$ cat config.mk
export PLATFORM = sky130hd
export DESIGN_NAME = locked_adder_key_sweep_ctrl
export DESIGN_NICKNAME = d
export VERILOG_FILES = /design/src/rtl/locked_adder_key_sweep_ctrl.sv
export SDC_FILE = /design/constraint.sdc
export NUM_CORES = 1
export LEC_CHECK = 0
export ABC_CLOCK_PERIOD_IN_PS = 19700
export CAP_MARGIN = 15
export CELL_PAD_IN_SITES_DETAIL_PLACEMENT = 2
export CELL_PAD_IN_SITES_GLOBAL_PLACEMENT = 2
export CORE_ASPECT_RATIO = 0.5
export CORE_MARGIN = 1.5
export CORE_UTILIZATION = 28
export CTS_BUF_LIST = sky130_fd_sc_hd__clkbuf_4
export CTS_CLUSTER_DIAMETER = 150
export DETAILED_ROUTE_END_ITERATION = 10
export PLACE_DENSITY_LB_ADDON = 0.1
export SLEW_MARGIN = 20
export SYNTH_ARGS = -nofsm -noshare
export SYNTH_HDL_FRONTEND = slang
export SYNTH_SLANG_ARGS = --single-unit
$ cat constraint.sdc
create_clock -name clk -period 19.7 [get_ports clk]
set_input_delay 3.94 -clock clk [delete_from_list [all_inputs] [get_ports clk]]
set_output_delay 3.94 -clock clk [all_outputs]
set_load 0.05 [all_outputs]
$ cat src/rtl/locked_adder_key_sweep_ctrl.sv
// Purpose : per-key sweep of NVEC operand pairs through a logic-locked adder, counting wrong vectors and wrong bits.
// Latency : report valid NVEC+3 cycles after the key handshake; vector data is registered 1 cycle after its address.
// Backpressure: one key at a time (key_ready only in IDLE); the report is held stable until res_ready.
//
// Ports:
//   clk, rst_n               clock, synchronous active-low reset
//   key_valid_i/key_i        key offer; key_ready_o accepts it (IDLE only)
//   vec_rd_o/vec_addr_o      vector RAM read port; vec_a_i/vec_b_i return one cycle later
//   add1_o/add2_o/keyinput_o registered drive into the locked adder; result_i is its output
//   res_valid_o/res_ready_i  report handshake carrying err_vec_o, err_bits_o and res_key_o
//   busy_o                   high whenever a key is being processed or reported
module locked_adder_key_sweep_ctrl #(
  parameter int WIDTH = 32,
  parameter int KEYW  = 64,
  parameter int NVEC  = 10000,
  parameter int AW    = 14,
  parameter int CNTW  = 32
) (
  input  logic             clk,
  input  logic             rst_n,
  input  logic             key_valid_i,
  input  logic [KEYW-1:0]  key_i,
  output logic             key_ready_o,
  output logic             vec_rd_o,
  output logic [AW-1:0]    vec_addr_o,
  input  logic [WIDTH-1:0] vec_a_i,
  input  logic [WIDTH-1:0] vec_b_i,
  output logic [WIDTH-1:0] add1_o,
  output logic [WIDTH-1:0] add2_o,
  output logic [KEYW-1:0]  keyinput_o,
  input  logic [WIDTH:0]   result_i,
  output logic             res_valid_o,
  input  logic             res_ready_i,
  output logic [CNTW-1:0]  err_vec_o,
  output logic [CNTW-1:0]  err_bits_o,
  output logic [KEYW-1:0]  res_key_o,
  output logic             busy_o
);

  typedef enum logic [1:0] {IDLE, RUN, DRAIN, REPORT} state_t;

  localparam logic [AW-1:0]   LAST_ADDR = AW'(NVEC - 1);
  localparam logic [CNTW-1:0] CNT_MAX   = '1;
  // popcount of a WIDTH+1 bit word needs PCW bits; EW leaves room so the
  // saturating add can detect overflow even when CNTW is tiny.
  localparam int PCW = $clog2(WIDTH + 2);
  localparam int EW  = ((CNTW > PCW) ? CNTW : PCW) + 1;

  state_t state;
  logic   drain_cnt;
  logic   ld_vld;   // RAM data for an issued address is on vec_a_i/vec_b_i
  logic   cmp_vld;  // add1_o/add2_o hold a vector whose result is on result_i

  logic [WIDTH:0]  golden;
  logic [WIDTH:0]  diff;
  logic [PCW-1:0]  pcnt;
  logic [EW-1:0]   bits_sum;
  logic [CNTW-1:0] err_vec_nxt;
  logic [CNTW-1:0] err_bits_nxt;

  always_comb begin
    golden = {1'b0, add1_o} + {1'b0, add2_o};
    diff   = result_i ^ golden;
    pcnt   = '0;
    for (int i = 0; i <= WIDTH; i++) begin
      pcnt = pcnt + PCW'(diff[i]);
    end
    bits_sum     = EW'(err_bits_o) + EW'(pcnt);
    err_bits_nxt = (bits_sum > EW'(CNT_MAX)) ? CNT_MAX : bits_sum[CNTW-1:0];
    err_vec_nxt  = err_vec_o;
    if ((diff != '0) && (err_vec_o != CNT_MAX)) begin
      err_vec_nxt = err_vec_o + CNTW'(1);
    end
  end

  always_ff @(posedge clk) begin
    if (!rst_n) begin
      state      <= IDLE;
      drain_cnt  <= 1'b0;
      ld_vld     <= 1'b0;
      cmp_vld    <= 1'b0;
      vec_addr_o <= '0;
      add1_o     <= '0;
      add2_o     <= '0;
      keyinput_o <= '0;
      res_key_o  <= '0;
      err_vec_o  <= '0;
      err_bits_o <= '0;
    end else begin
      ld_vld  <= (state == RUN);
      cmp_vld <= ld_vld;
      if (ld_vld) begin
        add1_o <= vec_a_i;
        add2_o <= vec_b_i;
      end
      if (cmp_vld) begin
        err_vec_o  <= err_vec_nxt;
        err_bits_o <= err_bits_nxt;
      end

      case (state)
        IDLE: begin
          if (key_valid_i) begin
            keyinput_o <= key_i;
            res_key_o  <= key_i;
            vec_addr_o <= '0;
            err_vec_o  <= '0;
            err_bits_o <= '0;
            state      <= RUN;
          end
        end
        RUN: begin
          if (vec_addr_o == LAST_ADDR) begin
            drain_cnt <= 1'b0;
            state     <= DRAIN;
          end else begin
            vec_addr_o <= vec_addr_o + AW'(1);
          end
        end
        // two cycles let the last issued vector reach the counters
        DRAIN: begin
          if (drain_cnt) begin
            state <= REPORT;
          end else begin
            drain_cnt <= 1'b1;
          end
        end
        REPORT: begin
          if (res_ready_i) begin
            state <= IDLE;
          end
        end
        default: state <= IDLE;
      endcase
    end
  end

  assign key_ready_o = (state == IDLE);
  assign vec_rd_o    = (state == RUN);
  assign res_valid_o = (state == REPORT);
  assign busy_o      = (state != IDLE);

endmodule

Word level (Yosys, flattened, before mapping)
Cells that the tools add are included.
{ "totals": {"ff_bits": 211, "inputBits": 165, "out_inout_bits": 274, "wordCells": 86} }
{ "classes": {"add_sub_neg": 36, "n_lt_le_gt_ge": 1, "eq_ne": 10, "mux": 18, "bitwise": 1, "reduce_logical": 10} }
{ "op_table": {"columns": ["cell", "count"], "rows": [
  ["$mux 32", 8],
  ["$add 6x1->6", 27],
  ["$add 32x32->33", 1],
  ["$add 32x6->33", 1],
  ["$gt 33x32->1 const B", 1],
  ["$reduce_bool 33->1", 1],
  ["$xor 33x33->33", 1],
  ["$add 32x1->32 const B", 1],
  ["$ne 32x32->1 const B", 1],
  ["$mux 14", 2],
  ["$pmux 14 s2", 1],
  ["$add 14x1->14 const B", 1],
  ["$eq 14x14->1 const B", 1],
  ["$mux 2", 4],
  ["$pmux 2 s4", 1],
  ["$add 5x1->6", 1],
  ["$ne 2x2->1 const B", 3],
  ["$reduce_bool 2->1", 3],
  ["$add 4x1->5", 1],
  ["$add 3x1->4", 1],
  ["$eq 2x2->1 const B", 2],
  ["$ne 2x1->1 const B", 2],
  ["$reduce_and 2->1", 2],
  ["$reduce_and 4->1", 1],
  ["8 further kinds", 8]
]} }

Depth between registers and ports, before layout
Gate-level depths: netlist of run 1.
{ "logic_depth": {"ltp_word": 40, "mapped_depth": 33, "depth_no_buf": 31} }

Least setup slack after synthesis of run 1
OpenSTA, ideal clock, no wires.
{ "synth_path": {"kind": "input to register", "startpoint": "input result_i[26]", "endpoint": "register err_bits_o[24]", "setup_ns": 0.117, "arrival_time_ns": 10.035, "required_ns": 19.583, "setup_slack_ns": 9.548, "path_stages": 23, "n_path_buf": 1, "cell_sequence": "xor2_1 -> nor3b_1 -> nor3_1 -> fa_1 -> inv_1 -> fa_1 -> fa_1 -> fa_1 -> fa_1 -> fa_1 -> ha_1 -> fa_1 -> a21o_1 -> a21oi_1 -> o21bai_1 -> a21oi_1 -> nor2b_1 -> o2111ai_1 -> o31a_1 -> clkbuf_1 -> nand3_1 -> o21ai_0 -> nor2_1"} }
{ "synth_between": {"elab_chain_len": 14} }
{ "synth_rtl": {"columns": ["element", "line_no", "text"], "rows": [
  ["from (decl)", "31", "input logic [WIDTH:0] result_i,"],
  ["$xor 33x33->33 (*)", "63", "diff = result_i ^ golden;"],
  ["$add 6x1->6 (*) (7 in series)", "66", "pcnt = pcnt + PCW'(diff[i]);"],
  ["$add 32x6->33 (*)", "68", "bits_sum = EW'(err_bits_o) + EW'(pcnt);"],
  ["$gt 33x32->1", "69", "err_bits_nxt = (bits_sum > EW'(CNT_MAX)) ? CNT_MAX : bits_sum[CNTW-1:0];"],
  ["$mux 32 (*)", "69", null],
  ["$mux 32 (*)", "96", "if (cmp_vld) begin"],
  ["$mux 32", "103", "if (key_valid_i) begin"],
  ["$mux 32 (*)", "101", "case (state)"],
  ["to (signal assigned)", "98", "err_bits_o <= err_bits_nxt;"],
  ["to (decl)", "35", "output logic [CNTW-1:0] err_bits_o,"]
]} }
Every way passes the cells marked *; elsewhere a longest branch is shown, timed or not.
A chain may end at the register's enable or synchronous reset.

Worst setup path in the final report of run 1
{ "layout_path": {"startpoint": "input result_i[26]", "endpoint": "register err_bits_o[23]"} }
The elaborated chain is that of the path after synthesis.

==> metrics.md, run 1 <==
| Metric | Value |
|---|---|
| Outcome | finished clean |
| Max Freq | 90.52 MHz |
| Die W | 298.8 um |
| Crit-path cells | clkdlybuf4s50_1, xor2_1, nor3b_1, nor3_1, fa_1, inv_1, fa_1, fa_1, fa_1, fa_1, inv_1, fa_1, inv_1, fa_1, a21o_1, a21oi_1, o21bai_1, a21oi_1, nor2b_1, o2111ai_1, o31a_1, o21ai_0, a21oi_1, a211oi_1 |
| Worst R2R Path Depth | 28 |
| WP data required | 20.25 ns |
| Crit Reg-Reg Endpoint | err_bits_o[23] |
| Number of global-route vias before repair | 13550 |
| Antenna viol nets, final | 0 |
| Crit Path Class | input port to flip-flop |
| Pre-CTS WS | 7.934 ns |
| Post-synthesis average cell area | 8.447 um2 |
| Placement row count | 53 |
| Die Y | 150.9 um |
| Register area share after synthesis | 34.49% |
| Cell mode on critical path | fa_1 |
| Routing usage on met1 | 23.10% |
| Clk_skew | 0.05384 ns |
| Gates resized, CTS repair | 0 |
| Internal reg-to-reg setup slack | 10.24 ns |
| Prevailing post-synth register cell | dfxtp_1 |
| Peak supply drop | 0.0002763 V |
| Clk sink count | 211 |
| Worst Hold Depth | 2 |
| Leading cell types in the layout, fill and taps excluded | clkdlybuf4s50_1 (437), nand2_1 (216), dfxtp_1 (210) |
| Flops & latches, synth | 211 |
| Worst path slowest cell | o31a_1 |
| Fin crit share | 56.08% |
| GR Layer Usage met2 | 39.58% |
| CP startpoint | result_i[26] |
| Detailed placer's ending HPWL | 37.00 mm |
| RR Startpoint | add1_o[0] |
| Tot Pwr | 2.924 mW |
| Pwr per Cell Area | 168.7 mW/mm2 |
| Commonest non-fill, non-tap cell in the layout | clkdlybuf4s50_1 |
| Final GP Congestion | 0.8565 |
| Hold_sp | res_key_o[10] |
| Synth Instances | 1450 |
| Detail-routed via count per cell | 4.922 |
| Fill cells | 4759 |
| Pin count of the biggest net entering global routing | 74 |
| Total GRT Usage | 20.56% |
| Setup WS post-layout | 8.653 ns |
| Clk_lat worst skew | 0.72 ns |
| Met3 usage | 4.145% |
| Mapped cell area | 0.01225 mm2 |
| Worst slew margin | 32.57% |
| Core area | 0.04257 mm2 |
| Antenna violations before repair | 4 |
| Die ar. | 0.04508 mm2 |
| Maxcap violations | 0 |
| Ports | 439 |
| CP endpoint kind | flip-flop |
| Warnings, synthesis | 0 |
| Longest Clk Path Bufs | 3 |
| Number of synthesized flops with an enable pin | 0 |
| GR Overflow Total | 0 |
| Root buf cell | clkbuf_4 |
| Initial Utilization | 28.77% |
| Hold Path End | res_key_o[10] |
| Synth async-reset ratio | 0% |
| Crit path DAT | 11.60 ns |
| Post-CTS setup buffer count | 0 |
| CTS H-tree lvls | 2 |
| Layout cells sized above 1 | 6.199% |
| Worst path max stage delay | 0.91 ns |
| Post-layout instance area | 0.01734 mm2 |
| Fin crit period | 11.05 ns |
| Final hold vios | 0 |
| Count of cell types in the netlist | 69 |
| CP startpoint kind | input port |
| Hold_buf cts | 0 |
| Clock transition at the registers of the reported paths | 0.07 ns |
| Placed cell area | 0.01665 mm2 |
| Final TNS setup | 0 ns |
| Slew Limit Fails | 0 |
| First-pass GRT wire length | 74.25 mm |
| Max FO, Critical Path | 27 |
| DRT Pass-1 Iters | 4 |
| Vias | 11990 |
| Total clock buffers created by CTS | 54 |
| # port buffers | 438 |
| CTS tree | done |
| Synth-to-Final Area Change | 41.54% |
| RSZ-0062 raised after global routing | false |
| # DRC | 0 |
| P_leak | 6.199 nW |
| DR iter-0 viols | 307 |
| Fin nets | 2067 |
| Final WL | 47.91 mm |
| Avg WL per Cell | 19.67 um |
| GRT busiest layer | met2 |
| Hold Path Class | flip-flop to flip-flop |
| Min Hold Slack | 0.4768 ns |
| # setup viols final | 0 |
| Post-synthesis net count | 1698 |
| Measured slew at the worst slew-check pin | 1.011 ns |
-- layer usage --
metal | wire [um] | share of wire (%)
met5 | 0 | 0
met4 | 911 | 1.9
met3 | 1938 | 4.0
met2 | 25500 | 53
met1 | 19560 | 41
-- cell usage after synthesis, types with 4 or more instances --
cell type	n	area, um2
a211oi_1	9	67.56
a21o_1	6	45.04
a21oi_1	153	765.7
a311oi_1	10	87.58
a31oi_1	4	25.02
and2_1	11	68.82
and3_1	16	100.1
and4_1	7	61.31
buf_1	6	22.52
buf_2	9	45.04
buf_4	64	480.5
clkbuf_1	52	195.2
dfxtp_1	211	4224
fa_1	28	560.5
ha_1	55	688.2
inv_1	54	202.7
mux2i_1	68	680.7
nand2_1	218	818.3
nand2b_1	5	31.28
nand3_1	31	155.2
nand4_1	25	156.4
nor2_1	54	202.7
nor2b_1	68	425.4
nor3_1	19	95.09
o211ai_1	12	90.09
o21a_1	12	90.09
o21ai_0	54	270.3
o21ai_1	6	30.03
o21bai_1	6	45.04
o31a_1	4	35.03
o31ai_1	11	82.58
or3_1	23	143.9
or4_1	11	82.58
xnor2_1	46	402.9
xor2_1	29	254.0
-- cell type report --
| cell class | instances | area (um2) | area share (%) |
|---|---|---|---|
| antenna | 4 | 10.01 | 0.05774 |
| clock buffer | 70 | 525.5 | 3.031 |
| clock inverter | 22 | 123.9 | 0.7145 |
| inverter | 54 | 202.7 | 1.169 |
| multi-input combinational | 1051 | 7062 | 40.74 |
| sequential | 211 | 4228 | 24.39 |
| tap | 577 | 721.9 | 4.165 |
| timing repair buffer | 447 | 4462 | 25.74 |
-- metrics by stage --
step,std cells,utilization [%]
3_5_place_dp,2339,39.12
3_3_place_gp,2339,39.11
5_1_grt,2436,40.72
2_1_floorplan,1450,-
4_1_cts,2431,40.64
6_report,2436,40.72
-- logic make-up (layout without fill, tap and decap cells) --
logic type | Yosys count | after routing | share of synthesized area (%)
simple gates | 508 | 508 | 20.53
compound gates | 317 | 317 | 15.86
flops | 211 | 211 | 34.49
buf+inv | 188 | 593 | 7.999
fa+ha+maj | 83 | 83 | 10.20
xor+xnor | 75 | 75 | 5.363
mux | 68 | 68 | 5.557
other cells | 0 | 4 | 0
-- worst max path at each step --
stage / to / slack, ns / cells past startpoint
6_report: err_bits_o[23] / 8.65 / 24
5_1_grt: err_bits_o[25] / 8.05 / 24
4_1_cts: err_bits_o[23] / 8.70 / 24
3_5_place_dp: err_bits_o[23] / 7.93 / 23
3_3_place_gp: err_bits_o[20] / 8.13 / 24
2_1_floorplan: err_bits_o[24] / 9.55 / 23
-- sequential cells by signal, indices dropped and copies added, names as in the netlist --
| signal | flops |
|---|---|
| ld_vld | 1 |
| drain_cnt | 1 |
| add2_o | 32 |
| res_key_o | 64 |
| vec_addr_o | 14 |
| err_bits_o | 32 |
| err_vec_o | 32 |
| add1_o | 32 |
| cmp_vld | 1 |
| state | 2 |
-- report_power, final --
group | switching (mW) | total (mW) | internal, mW
sequential | 0.0603 | 0.538 | 0.478
combinational | 1.20 | 2.01 | 0.808
clock | 0.201 | 0.380 | 0.180
total | 1.46 | 2.92 | 1.47
-- critical path, delay by kind of cell --
family / cells / cell delay [ns]
simple gates: 3 / 0.51
fa+ha+maj: 7 / 3.37
xor+xnor: 1 / 0.27
compound gates: 9 / 2.80
buf+inv: 4 / 0.69
(Power assumes the default switching activity.)
==> run 2, diff against run 1 <==
ABC_CLOCK_PERIOD_IN_PS = 9100   (was 19700)
CORE_UTILIZATION = 24   (was 28)
clock period = 9.1 ns   (was 19.7 ns; I/O delays follow)
==> run 2 against run 1 <==
Net effect:
- sequential share of layout area shrank 0.30 points
- worst hold slack got worse by 0.0034 ns
- flip-flop and latch count unchanged
- worst setup slack worse by 8.2 ns
- clock skew is 0.00094 ns lower
- combinational power grew 130%
- via count up 0.37%
- count of clock-buffer cells in the layout is 6 higher
==> metrics.md, run 2 (synthesis results as in run 1) <==
| Metric | Value |
|---|---|
| Outcome | finished clean |
| Sw Pwr | 3.285 mW (+130%) |
| Seq pwr share | 17.7% (-0.7 points) |
| Post-CTS setup buffer count | 0 (unchanged) |
| Leading cell types in the layout, fill and taps excluded | clkdlybuf4s50_1 (437), nand2_1 (216), dfxtp_1 (210) |
| Pre-CTS WS | -0.3213 ns (-8.256 ns) |
| CP endpoint kind | flip-flop |
| Pwr per Cell Area | 372.9 mW/mm2 (+120%) |
| Clk pwr share | 13.1% (about the same) |
| RR Startpoint | add1_o[0] |
| CTS H-tree lvls | 2 (unchanged) |
| Number of global-route vias before repair | 13400 (-1.1%) |
| Clock transition at the registers of the reported paths | 0.08 ns (about the same) |
| Total clock buffers created by CTS | 54 (unchanged) |
| Clk sink count | 211 (unchanged) |
| DRT Pass-1 Iters | 4 (unchanged) |
| Hold_buf cts | 0 (unchanged) |
| Worst path max stage delay | 0.57 ns (-0.34 ns) |
| Longest Clk Path Bufs | 3 (unchanged) |
| DR iter-0 viols | 370 (+21%) |
| Final WL | 49.02 mm (+2.3%) |
| First-pass GRT wire length | 76.13 mm (+2.5%) |
| Final hold vios | 0 (unchanged) |
| Vias | 12030 (+0.37%) |
| Sw Share | 50.19% (+0.32 points) |
| # port buffers | 438 (unchanged) |
| Detailed placer's ending HPWL | 37.48 mm (+1.3%) |
| Avg WL per Cell | 19.25 um (-2.1%) |
| WP data required | 9.72 ns (-10.53 ns) |
| Fin crit period | 8.637 ns |
| Crit path DAT | 9.25 ns (-2.35 ns) |
| Fill cells | 5628 (+18%) |
| Max Freq | 115.8 MHz |
| GR Overflow Total | 0 (unchanged) |
| Max FO, Critical Path | 11 (-59%) |
| Gates resized, CTS repair | 1 (+1) |
| Pin count of the biggest net entering global routing | 74 (unchanged) |
| Final GP Congestion | 0.8204 (-4.2%) |
| # DRC | 0 (unchanged) |
| Die W | 322.5 um (+7.9%) |
| Clk_lat worst skew | 0.75 ns (+0.03 ns) |
| Setup WS post-layout | 0.4630 ns (-8.190 ns) |
| Worst slew margin | 45.76% (+13 points) |
| Power Internal | 3.260 mW (+120%) |
| Final core occ | 34.91% (-5.8 points) |
| Detail-routed via count per cell | 4.727 (-4.0%) |
| Ports | 439 (unchanged) |
| Crit Path Class | flip-flop to flip-flop |
| Cell mode on critical path | fa_1 |
| Root buf cell | clkbuf_4 |
| Antenna violations before repair | 3 (-1) |
| Fin nets | 2072 (+0.24%) |
| Fin crit share | 94.91% |
| Comb pwr share | 69.2% (+0.6 points) |
| # setup viols final | 0 (unchanged) |
| Hold Path Class | flip-flop to flip-flop |
| Max reg flops | 64 (unchanged) |
| Clk_skew | 0.05290 ns (-0.0009445 ns) |
| Layout cells sized above 1 | 6.587% (+0.39 points) |
| Placement row count | 58 (+9.4%) |
| CTS tree | done |
| Initial Utilization | 24.35% (-4.4 points) |
| RSZ-0062 raised after global routing | false |
| Maxcap violations | 0 (unchanged) |
| Antenna viol nets, final | 0 (unchanged) |
| Largest Register | res_key_o |
| Slew Limit Fails | 0 (unchanged) |
| CP startpoint | add1_o[0] |
| Measured slew at the worst slew-check pin | 0.8106 ns (-0.2009 ns) |
| Die ar. | 0.05248 mm2 (+16%) |
| Core area | 0.05029 mm2 (+18%) |
| P_leak | 6.259 nW (+0.97%) |
| Worst path slowest cell | fa_1 |
| Commonest non-fill, non-tap cell in the layout | clkdlybuf4s50_1 |
| Synth-to-Final Area Change | 43.32% |
| Total GRT Usage | 18.28% (-2.3 points) |
| Die Y | 162.7 um (+7.9%) |
| CP startpoint kind | flip-flop |
| Peak supply drop | 0.0009465 V (+240%) |
| Hold_sp | res_key_o[31] |
[run 2: cell count changes in the layout (fill, tap and decap cells not counted), moves of 2 or more]
cell	delta
buf_4	+4
clkbuf_4	+6
clkinv_1	-8
clkinv_2	-5
clkinvlp_4	-2
[run 2: power by group through the flow]
stage	Clock, mW	Sequential, mW	Combinational (mW)
global route	0.955	1.18	4.91
detailed placement	0	1.20	4.55
floorplan	0	1.48	2.82
finish	0.859	1.16	4.53
CTS	0.916	1.19	4.58
global placement	0	1.20	4.25
[run 2: stage by stage]
step	total power, mW	area, um2	cells	hold slack (ns)	setup TNS (ns)
floorplan	4.297	12250	1450	0.4372	0
global placement	5.444	16830	2457	0.4564	0
detailed placement	5.753	16840	2457	0.4692	-1.020
CTS	6.676	17500	2541	0.4817	0
global route	7.042	17550	2546	0.5126	0
finish	6.545	17550	2546	0.4734	0
[run 2: layout make-up]
type	count	area (um2)	share of cell area, %
antenna	4	10.01	0.05702
clock buffer	76	570.5	3.250
clock inverter	8	83.83	0.4775
inverter	54	202.7	1.155
multi-input combinational	1051	7092	40.40
sequential	211	4228	24.08
tap	690	863.3	4.918
timing repair buffer	452	4504	25.66
[run 2: critical path: cells and delay by family, from the launching register on]
kind / cells / cell delay (ns)
DFF: 1 / 0.33
adders and majority gates: 9 / 3.83
AOI/OAI and AO/OA: 14 / 2.97
xor gates and xnor gates: 1 / 0.22
buffers and inverters: 5 / 0.36
and+or+nand+nor: 2 / 0.79
[run 2: path summary, 6_finish.rpt]
kind | to | cells past startpoint | slack [ns]
worst max register to register | err_bits_o[27] | 31 | 0.46
worst min register to register | res_key_o[31] | 2 | 0.47
worst min-delay path | res_key_o[31] | 2 | 0.47
worst max-delay path | err_bits_o[27] | 31 | 0.46
[run 2: routing by layer]
metal	vias up	wire [um]	track usage [%]
met1	5983	20240	20.96
met3	70	1968	4.091
met4	0	961	5.039
met5	-	0	0
met2	236	25850	33.97
li1	5745	-	-
==> run 3, diff against run 2 <==
SLEW_MARGIN = unset   (was 20)
==> run 3 against run 2 <==
Net effect:
- register-to-register slack got worse by 0.06 ns
- power grew 0.12%
- cell area about the same
- critical endpoint is now err_bits_o[26]
- largest power group unchanged
==> metrics.md, run 3 (synthesis results as in run 1) <==
| Metric | Value |
|---|---|
| Outcome | finished clean |
| Maxcap violations | 0 (unchanged) |
| Vias | 12040 (+0.075%) |
| Commonest non-fill, non-tap cell in the layout | clkdlybuf4s50_1 |
| Min Hold Slack | 0.4768 ns (+0.003396 ns) |
| RR Startpoint | add1_o[0] |
| Die ar. | 0.05248 mm2 (unchanged) |
| Pwr per Cell Area | 373.1 mW/mm2 (about the same) |
| Fin nets | 2074 (+0.097%) |
| Fill cells | 5654 (+0.46%) |
| Longest Clk Path Bufs | 3 (unchanged) |
| CP startpoint | add1_o[0] |
| RSZ-0062 raised after global routing | false |
| # DRC | 0 (unchanged) |
| Multi-input gate area | 0.007077 mm2 (-0.21%) |
| Ports | 439 (unchanged) |
| Clk_lat worst skew | 0.80 ns (+0.05 ns) |
| # port buffers | 438 (unchanged) |
| Clock transition at the registers of the reported paths | 0.07 ns (about the same) |
| Clk sink count | 211 (unchanged) |
| Fin crit share | 95.52% (+0.61 points) |
| Measured slew at the worst slew-check pin | 1.168 ns (+0.3570 ns) |
| Avg WL per Cell | 19.11 um (-0.74%) |
| # setup viols final | 0 (unchanged) |
| Post-layout instance area | 0.01756 mm2 (about the same) |
| Root buf cell | clkbuf_4 |
| CP startpoint kind | flip-flop |
| Total clock buffers created by CTS | 56 (+3.7%) |
| Final hold vios | 0 (unchanged) |
| Crit path DAT | 9.33 ns (+0.08 ns) |
| Peak supply drop | 0.0009600 V (+1.4%) |
| Hold_buf cts | 0 (unchanged) |
| CTS H-tree lvls | 2 (unchanged) |
| Placement row count | 58 (unchanged) |
| Worst R2R Path Depth | 31 (unchanged) |
| Layout cells sized above 1 | 6.963% (+0.38 points) |
| Crit Reg-Reg Endpoint | err_bits_o[26] |
| Final WL | 48.96 mm (-0.12%) |
| Max Freq | 115.0 MHz (-0.63%) |
| Antenna viol nets, final | 0 (unchanged) |
| Max FO, Critical Path | 14 (+3) |
| Detailed placer's ending HPWL | 37.39 mm (-0.24%) |
| Tot Pwr | 6.553 mW (+0.12%) |
| Worst path slowest cell | fa_1 |
| Last element of the critical path | err_bits_o[26] |
| Final GP Congestion | 0.8204 (unchanged) |
| Cell mode on critical path | fa_1 |
| GR Overflow Total | 0 (unchanged) |
| CP endpoint kind | flip-flop |
| Slew Limit Fails | 0 (unchanged) |
| Hold Path Class | flip-flop to flip-flop |
| CTS tree | done |
| Internal reg-to-reg setup slack | 0.41 ns (-0.06 ns) |
| Pin count of the biggest net entering global routing | 74 (unchanged) |
| Initial Utilization | 24.35% (unchanged) |
| Die Y | 162.7 um (unchanged) |
| Register area | 0.004228 mm2 (unchanged) |
| Core area | 0.05029 mm2 (unchanged) |
| Final TNS setup | 0 ns (unchanged) |
| Leading cell types in the layout, fill and taps excluded | clkdlybuf4s50_1 (437), nand2_1 (216), dfxtp_1 (210) |
| Total GRT Usage | 18.21% (-0.067 points) |
| Worst path max stage delay | 0.57 ns (about the same) |
| Fin crit period | 8.692 ns (+0.05515 ns) |
| Max reg flops | 64 (unchanged) |
| Final core occ | 34.92% (about the same) |
| WP data required | 9.74 ns (+0.02 ns) |
| Largest Register | res_key_o |
| First-pass GRT wire length | 75.77 mm (-0.47%) |
| Crit Path Class | flip-flop to flip-flop |
| DR iter-0 viols | 381 (+3.0%) |
| Clk_skew | 0.05704 ns (+0.004142 ns) |
| Synth-to-Final Area Change | 43.40% (about the same) |
| Placed cell area | 0.01684 mm2 (about the same) |
| Die W | 322.5 um (unchanged) |
| Detail-routed via count per cell | 4.701 (-0.55%) |
| P_leak | 6.273 nW (+0.22%) |
| DRT Pass-1 Iters | 4 (unchanged) |
| Number of global-route vias before repair | 13420 (+0.097%) |
| Worst slew margin | 22.16% (-24 points) |
| Antenna violations before repair | 4 (+1) |
[run 3: where the power goes]
group / switching (mW) / internal (mW) / leakage (nW)
clock: 0.453 / 0.412 / 0.410
sequential: 0.145 / 1.03 / 1.72
combinational: 2.71 / 1.80 / 4.15
[run 3: layer usage]
layer	track usage [%]	up-vias	share of wire, %
met3	3.979	99	4.2
met2	33.72	249	52
li1	-	5746	-
met1	20.78	5949	41
met4	5.746	0	2.5
met5	0	-	0
[run 3: per-stage QoR]
stage | cells | setup WS, ns
final | 2562 | 0.4078
after global routing | 2562 | 0.02647
after CTS | 2557 | 0.2744
after detailed placement | 2458 | -0.2462
after global placement | 2457 | 0.1806
after floorplan | 1450 | 0.8769
[run 3: worst max-delay path, delay by kind of cell, from the launching register on]
family,cells,cell delay [ns]
xor gates and xnor gates,1,0.22
AOI/OAI and AO/OA,12,3.04
buffers and inverters,6,0.56
adders and majority gates,9,3.99
DFF,1,0.33
and+or+nand+nor,3,0.36
[run 3: how the worst min path moves through the flow]
stage,startpoint,to,slack (ns),cells after the start
floorplan,drain_cnt,drain_cnt,0.44,2
global placement,drain_cnt,drain_cnt,0.46,2
detailed placement,res_key_o[31],res_key_o[31],0.47,2
CTS,res_key_o[41],res_key_o[41],0.48,2
global route,res_key_o[31],res_key_o[31],0.51,2
finish,res_key_o[29],res_key_o[29],0.48,2
[run 3: cell type report]
type	instances	share of cell area (%)
diodes	5	0.07124
clock buffers	82	3.505
clock inverters	17	0.4346
inverters	54	1.154
multi-input cells	1051	40.29
flip-flops and latches	211	24.07
well taps	690	4.916
repair buffers	452	25.55
[run 3: what timing repair did]
action | CTS | global route
setup buffers | 0 | 0
hold endpoints to repair | 0 | 0
gates resized for setup | 1 | 2
endpoints found under the setup margin | 3 | 10
pin swaps | 0 | 0
